`src/rtl/mips_pkg.sv`:
```
// Shared MIPS definitions: opcode fields used by control, fetch state
// encoding and the fetch buffer entry layout.
package mips_pkg;

  localparam logic [31:0] DEFAULT_RESET_PC = 32'h0040_0000;

  localparam logic [5:0] R_TYPE = 6'd0;
  localparam logic [5:0] J      = 6'd2;
  localparam logic [5:0] JAL    = 6'd3;
  localparam logic [5:0] BEQ    = 6'd4;
  localparam logic [5:0] BNE    = 6'd5;
  localparam logic [5:0] ADDI   = 6'd8;
  localparam logic [5:0] LW     = 6'd35;
  localparam logic [5:0] SW     = 6'd43;

  typedef enum logic [1:0] {
    IDLE = 2'd0,
    REQ  = 2'd1,
    KILL = 2'd2
  } fetch_state_e;

  typedef struct packed {
    logic [31:0] pc;
    logic [31:0] instr;
  } fetch_entry_t;

endpackage

```
`src/rtl/fetch_skid_buffer.sv`:
```
// Two-entry (output + skid) valid/ready buffer of fetched {pc, instr}.
// Upstream only pushes when a slot is guaranteed free.
module fetch_skid_buffer
  import mips_pkg::*;
#(
  parameter logic [31:0] RESET_PC = DEFAULT_RESET_PC
) (
  input  logic         clk,
  input  logic         reset,
  input  logic         flush,
  input  logic         in_valid,
  input  fetch_entry_t in_data,
  input  logic         out_ready,
  output logic         out_valid,
  output fetch_entry_t out_data,
  output logic         skid_valid
);

  fetch_entry_t skid_data;
  logic         load_out;

  assign load_out = !out_valid || out_ready;

  always_ff @(posedge clk or posedge reset) begin
    if (reset) begin
      out_valid  <= 1'b0;
      out_data   <= {RESET_PC, 32'h0};
      skid_valid <= 1'b0;
      skid_data  <= '0;
    end else if (flush) begin
      out_valid  <= 1'b0;
      skid_valid <= 1'b0;
    end else if (load_out) begin
      if (skid_valid) begin
        out_valid  <= 1'b1;
        out_data   <= skid_data;
        skid_valid <= in_valid;
        skid_data  <= in_data;
      end else begin
        out_valid <= in_valid;
        // data held when empty so pc_o stays meaningful
        if (in_valid) out_data <= in_data;
      end
    end else if (in_valid) begin
      skid_valid <= 1'b1;
      skid_data  <= in_data;
    end
  end

endmodule

```
`src/rtl/instruction_fetch.sv`:
```
// MIPS instruction fetch: PC register, single-outstanding imem handshake,
// redirect/kill handling and a buffered valid/ready instruction output.
module instruction_fetch
  import mips_pkg::*;
#(
  parameter logic [31:0] RESET_PC = DEFAULT_RESET_PC
) (
  input  logic        clk,
  input  logic        reset,
  output logic        imem_req_o,
  output logic [31:0] imem_addr_o,
  input  logic        imem_ack_i,
  input  logic [31:0] imem_rdata_i,
  output logic        instr_valid_o,
  input  logic        instr_ready_i,
  output logic [31:0] instr_o,
  output logic [5:0]  opcode_o,
  output logic [31:0] pc_o,
  output logic [31:0] pc_plus4_o,
  input  logic        redirect_i,
  input  logic [31:0] redirect_pc_i
);

  fetch_state_e state, state_nxt;
  logic [31:0]  pc_q, addr_q, tgt;
  logic         out_valid, skid_valid, xfer, capture, room;
  fetch_entry_t out_data, cap_data;

  assign tgt        = redirect_pc_i & ~32'h3;
  assign imem_req_o = (state != IDLE);
  assign imem_addr_o = addr_q;
  assign xfer       = out_valid & instr_ready_i;
  assign capture    = (state == REQ) & imem_ack_i & ~redirect_i;
  // buffer drains to empty this edge (before any capture lands)
  assign room       = ~out_valid | (xfer & ~skid_valid);
  assign cap_data   = '{pc: addr_q, instr: imem_rdata_i};

  always_comb begin
    state_nxt = state;
    case (state)
      IDLE: if (redirect_i || room) state_nxt = REQ;
      REQ: begin
        if (redirect_i)      state_nxt = imem_ack_i ? REQ : KILL;
        else if (imem_ack_i) state_nxt = room ? REQ : IDLE;
      end
      KILL:    if (imem_ack_i) state_nxt = REQ;
      default: state_nxt = IDLE;
    endcase
  end

  // addr_q tracks pc_q except in KILL, where it holds the abandoned address
  always_ff @(posedge clk or posedge reset) begin
    if (reset) begin
      state  <= IDLE;
      pc_q   <= RESET_PC;
      addr_q <= RESET_PC;
    end else begin
      state <= state_nxt;
      if (redirect_i) begin
        pc_q <= tgt;
        if (state_nxt != KILL) addr_q <= tgt;
      end else if (capture) begin
        pc_q   <= pc_q + 32'd4;
        addr_q <= pc_q + 32'd4;
      end else if (state == KILL && imem_ack_i) begin
        addr_q <= pc_q;
      end
    end
  end

  fetch_skid_buffer #(.RESET_PC(RESET_PC)) u_buf (
    .clk        (clk),
    .reset      (reset),
    .flush      (redirect_i),
    .in_valid   (capture),
    .in_data    (cap_data),
    .out_ready  (instr_ready_i),
    .out_valid  (out_valid),
    .out_data   (out_data),
    .skid_valid (skid_valid)
  );

  assign instr_valid_o = out_valid;
  assign instr_o       = out_data.instr;
  assign opcode_o      = out_data.instr[31:26];
  assign pc_o          = out_data.pc;
  assign pc_plus4_o    = out_data.pc + 32'd4;

endmodule

```
`config.mk`:
```
export PLATFORM = sky130hd
export DESIGN_NAME = instruction_fetch
export DESIGN_NICKNAME = d
export VERILOG_FILES = /design/src/rtl/mips_pkg.sv /design/src/rtl/fetch_skid_buffer.sv /design/src/rtl/instruction_fetch.sv
export SDC_FILE = /design/constraint.sdc
export NUM_CORES = 1
export LEC_CHECK = 0
export BUFFER_PORTS_ARGS = -buffer_cell sky130_fd_sc_hd__clkbuf_2
export CAP_MARGIN = 5
export CORE_AREA = 4 4 144 146
export DETAILED_ROUTE_END_ITERATION = 12
export DIE_AREA = 0 0 148 150
export PLACE_DENSITY = 0.81
export SYNTH_ARGS = -nofsm -noshare
export SYNTH_HDL_FRONTEND = slang
export SYNTH_HIERARCHICAL = 1
export SYNTH_SLANG_ARGS = --single-unit
```
`constraint.sdc`:
```
create_clock -name clk -period 5.01 [get_ports clk]
set_input_delay 1.503 -clock clk [delete_from_list [all_inputs] [get_ports clk]]
set_output_delay 1.503 -clock clk [all_outputs]
set_load 0.01 [all_outputs]
```
Yosys cells after proc, flatten, opt, wreduce, memory -nomap -nowiden
Cells that the tools add are included.
{ "classes": {"multipliers": 0, "n_div": 0, "muxes": 24, "n_shift": 0, "bitwise": 8, "eq_ne": 5, "order_cmp": 0, "n_reduce_logical": 15, "n_addsub": 2} }
{ "op_table": {"columns": ["cell", "n"], "rows": [
  ["$mux 64", 4],
  ["$mux 32", 6],
  ["$add 32x3->32 const B", 2],
  ["$mux 2", 5],
  ["$reduce_bool 2->1", 5],
  ["$mux 1", 8],
  ["$pmux 2 s3", 1],
  ["$reduce_and 3->1", 2],
  ["$reduce_bool 3->1", 2],
  ["$and 1x1->1", 4],
  ["$ne 2x1->1 const B", 2],
  ["$not 1->1", 3],
  ["$eq 2x1->1 const B", 1],
  ["$eq 2x2->1 const B", 1],
  ["$logic_not 2->1", 1],
  ["$logic_or 1x1->1", 2],
  ["$ne 2x2->1 const B", 1],
  ["$reduce_and 2->1", 1],
  ["$logic_and 1x1->1", 1],
  ["$logic_not 1->1", 1],
  ["$or 1x1->1", 1]
]} }
{ "word_totals": {"inputBits": 69, "latch_bits": 0, "out_inout_bits": 136, "regBits": 196, "mem_bits_ro": 0, "mem_bits_rw": 0, "mem_count": 0} }

Logic depth before layout (Yosys ltp)
{ "logic_depth": {"word_depth": 10, "ltp_mapped": 9, "depth_no_buf": 6} }

Hierarchy
The synthesis kept the hierarchy.
{ "by_module_without_submodules": {"columns": ["mod", "area_per_inst_um2", "instances", "seq_area_each_um2", "cells_each"], "rows": [
  ["fetch_skid_buffer", 5655.4, 1, 3254.4, 353],
  ["instruction_fetch", 3940.0, 1, 1579.0, 427]
]} }

Worst setup path before layout
Ideal clock, no wire load.
{ "synth_path": {"path_kind": "in2reg", "from": "input redirect_i", "to": "register u_buf/skid_data[0] (netlist bit)", "path_stages": 9, "arrival_ns": 3.391, "setup_ns": 0.125, "setup_slack_ns": 1.495, "cell_sequence": "clkbuf_1 -> inv_1 -> clkbuf_1 -> nand2_1 -> inv_1 -> and4bb_2 -> a31oi_4 -> clkbuf_8 -> mux2_2"} }
{ "synth_via": {"elab_chain_len": 4} }
{ "synth_lines": {"columns": ["item", "line", "rtl"], "rows": [
  ["from (decl)", "instruction_fetch.sv:20", "input logic redirect_i,"],
  ["$not 1->1 (no source line)", null, null],
  ["$and 1x1->1", "instruction_fetch.sv:33", "assign capture = (state == REQ) & imem_ack_i & ~redirect_i;"],
  ["via capture", "instruction_fetch.sv:26", "logic out_valid, skid_valid, xfer, capture, room;"],
  ["$reduce_bool 2->1 (no source line)", null, null],
  ["$reduce_and 3->1 (no source line)", null, null],
  ["to (signal assigned)", "fetch_skid_buffer.sv:38", "skid_data <= in_data;"],
  ["to (signal assigned)", "fetch_skid_buffer.sv:46", "skid_data <= in_data;"],
  ["to (decl)", "fetch_skid_buffer.sv:19", "fetch_entry_t skid_data;"]
]} }
The timed path passes the listed nets, and every way through them passes these cells.
A chain may end at the register's enable or synchronous reset.

Worst setup path in the final report
{ "layout_path": {"from": "register u_buf/out_data[34] (netlist name)", "to": "output pc_plus4_o[28]"} }
{ "layout_via": {"elab_chain_len": 1} }
{ "layout_lines": {"columns": ["item", "line", "rtl"], "rows": [
  ["$add 32x3->32", "instruction_fetch.sv:87", "assign pc_plus4_o = out_data.pc + 32'd4;"],
  ["to (decl)", "instruction_fetch.sv:19", "output logic [31:0] pc_plus4_o,"]
]} }
No other way between the ends.

==> metrics.md <==
| Metric | Value |
|---|---|
| Worst Path Max Fanout | 10 |
| Worst Hold End | u_buf/skid_data[63] |
| Crit path from | u_buf/out_data[34] |
| Syn. warnings | 6 |
| CP Class | reg -> out |
| Hold-fix buffers, CTS | 0 |
| Slew HR | 38.3% |
| Synth cell types | 55 |
| Leak Pwr | 5.22 nW |
| Vias/cell | 5.46 |
| Multi-input gate area | 4360 um^2 |
| Multiplexer area fraction after synthesis | 24.7% |
| EDFF count, synth | 0 |
| Total grt overflow | 0 |
| DIE AREA | 22200 um^2 |
| Clk buf depth | 2 |
| RSZ-0062 raised after global routing | no |
| Sequential share of power | 45.4% |
| Final Hold Fails | 0 |
| Worst R2R Path Depth | 7 |
| Final min period | 4220 ps |
| Skew-Pair Late Insertion Delay | 430 ps |
| Vias in the first global route | 6771 |
| CTS buffer count | 17 |
| DR DRC count | 0 |
| Pin count of the biggest net entering global routing | 65 |
| Dpl ws | 1140 ps |
| Nets | 1030 |
| TritonCTS clock tree | built |
| Sequential area share after synthesis | 50.4% |
| Power Total | 0.00557 W |
| Post-layout util | 58.1% |
| Clk root buf | clkbuf_16 |
| Final setup fails | 0 |
| Worst-Margin Slew | 926 ps |
| HP Start | u_buf/skid_data[63] |
| H-tree depth | 4 |
| Hpwl dp | 16100 um |
| TritonCTS Sinks | 193 |
| Synth Area in XOR/XNOR | 5.11% |
| Fin cells | 1237 |
| Cell-internal power | 0.00364 W |
| Power per Cell Area | 494 nW/um^2 |
| ANT cells | 0 |
| Crit. End Element | output pin |
| Post-Place Cells | 1205 |
| MaxCap Viol Count | 0 |
| CP Data Required Time | 3510 ps |
| Adder-cell share of the synthesized area | 0.261% |
| Comb power frac | 31.2% |
| Area growth syn-to-layout | 17.4% |
| Max VDD drop | 0.249 mV |
| Via count | 6749 |
| GR Util met3 | 3.45% |
| Filler instances | 1639 |
| Num rows | 51 |
| Wire length per cell | 18.4 um |
| Compound-cell area share of the yosys netlist | 4.47% |
| Worst hold path type | reg -> reg |
| Die Ht | 150 um |
| Run status | finished, final reports clean |
| I/O Buffers | 202 |
| Skew final | 14.9 ps |
| Gate Count Post-Synth | 780 |
| Launching point of the worst reg2reg path | state[1] |
| # IOs | 205 |
| Post-synth top flop | dfrtp_1 |
| Crit path arrival time | 2720 ps |
| Reg-to-reg endpoint | u_buf/skid_data[11] |
| Initial Util | 49.5% |
| Met1 usage | 28.5% |
| CTS resizes | 0 |
| Sw Pwr | 0.00193 W |
| Tcrit/Tclk final | 84.2% |
| Worst setup SP type | flip-flop |
| Core area | 19400 um^2 |
| Max Fclk | 237 MHz |
| R2R Setup Slk | 2390 ps |
| Share of post-route cells with drive strength above 1 | 47.2% |
| Async set-reset flop share out of synthesis | 100% |
| Final worst slack | 791 ps |
| Initial antenna violation count | 0 |
| Sw Share | 34.6% |
| Global routing's busiest layer | met2 |
| Final wirelength | 22700 um |
| Total negative setup slack | 0 ps |
| Pins over their slew limit | 0 |
| Starting DRT DRC Count | 374 |
| Met2 usage | 34.1% |
| Simple-Gate Fraction of Synth Area | 10.8% |
| #FFs+latches synth | 193 |
| Hold Crit Depth | 1 |
| GPL Wtd Cong | 0.889 |
| Synth Net Count | 851 |
| Mapped cell area | 9600 um^2 |
| Clk slew on worst S/H paths | 60 ps |
| ANT nets after route | 0 |
| Initial DRT Pass Iterations | 5 |
| Setup repair bufs after CTS | 0 |
| Clock network fraction of design power | 23.4% |
| First-pass GRT wire length | 36800 um |
| Main combinational cell family by area after synthesis | multiplexers |
| Global Route Usage Sum | 20.8% |
| Reg area | 4830 um^2 |
| Syn avg cell area | 12.3 um^2 |
| Width of the die | 148 um |
-- Yosys cell counts (5+ instances only) --
cell type  number  area share (%)
and3_1          5            0.33
inv_1          16            0.63
mux2_2        197              23
buf_2          15            0.78
a221oi_1        5            0.46
xnor2_1        33             3.0
xor2_1         23             2.1
a31oi_1         6            0.39
clkbuf_8        6            0.86
dfrtp_1       190              50
nand4_1        20             1.3
and4_1          5            0.46
nor2_1         31             1.2
nor4_1          8            0.52
mux2_1         12             1.4
nand3_1        18            0.94
o31ai_1         9            0.70
o21ai_0        16            0.83
or4_1           6            0.47
clkbuf_1       14            0.55
nand2_1        52             2.0
nor3_1         16            0.83
a21oi_1        10            0.52
buf_4          12            0.94
-- registers in the layout, summed over array words and instances (netlist names) --
register          cells
imem_addr_o          31
pc_q                 30
state                 2
u_buf/out_data       64
u_buf/out_valid       1
u_buf/skid_data      64
u_buf/skid_valid      1
-- area by class of cell --
class                      instances  area share, %
clock inverter                     9          0.744
sequential                       193           42.9
inverter                          16          0.555
multi-input combinational        519           38.7
clock buffer                      23           4.24
tap                              265           2.94
timing repair buffer             212           9.86
-- routing by layer --
layer | part of all wire [%] | vias to the layer above
li1 | - | 3167
met1 | 45 | 3355
met3 | 5.0 | 25
met4 | 1.3 | 0
met2 | 49 | 202
met5 | 0 | -
-- worst max path at each step --
stage	endpoint	slack, ps	cells past startpoint
2_1_floorplan	u_buf/out_data[0]	40	1
3_3_place_gp	u_buf/skid_data[9]	1180	9
3_5_place_dp	u_buf/skid_data[31]	1140	9
4_1_cts	pc_plus4_o[28]	790	5
5_1_grt	pc_plus4_o[28]	590	6
6_report	pc_plus4_o[28]	790	5
-- logic make-up after synthesis --
family / Yosys count
multiplexers: 211
adder cells (fa/ha/maj): 2
flip-flops: 193
AO/OA/AOI/OAI: 63
buffers and inverters: 68
AND/OR/NAND/NOR: 187
XOR/XNOR: 56
-- power by group through the flow --
stage               clock [W]  combinational, W  sequential [W]
detailed placement          0           0.00176         0.00255
global placement            0           0.00171         0.00252
CTS                   0.00133           0.00177         0.00253
finish                0.00130           0.00174         0.00253
global route          0.00140           0.00190         0.00260
floorplan                   0          0.000939         0.00256
-- layout by cell type (no fill, tap or decap), drive strengths merged, types with 7 or more instances in the layout --
cell type / instances
xor2: 23
a31oi: 7
nand2: 53
inv: 17
clkbuf: 225
o21ai: 18
nor4: 12
buf: 10
dfrtp: 190
a21oi: 10
nor2: 31
nor3: 17
mux2: 209
o31ai: 9
nand3: 18
xnor2: 33
nand4: 22
-- critical path: stages, from the launching register on --
cell and delay [ps]:
dfrtp_1 520, ha_1 320, nand4_1 530, nor4_1 570, xor2_1 200, clkbuf_2 170
-- per-stage QoR --
step                hold slack, ps  area, um^2
finish                         502       11300
global route                   506       11300
global placement               480       10700
floorplan                      474        9600
CTS                            502       11300
detailed placement             488       10700
No activity file was read; power rests on OpenSTA's default activity.
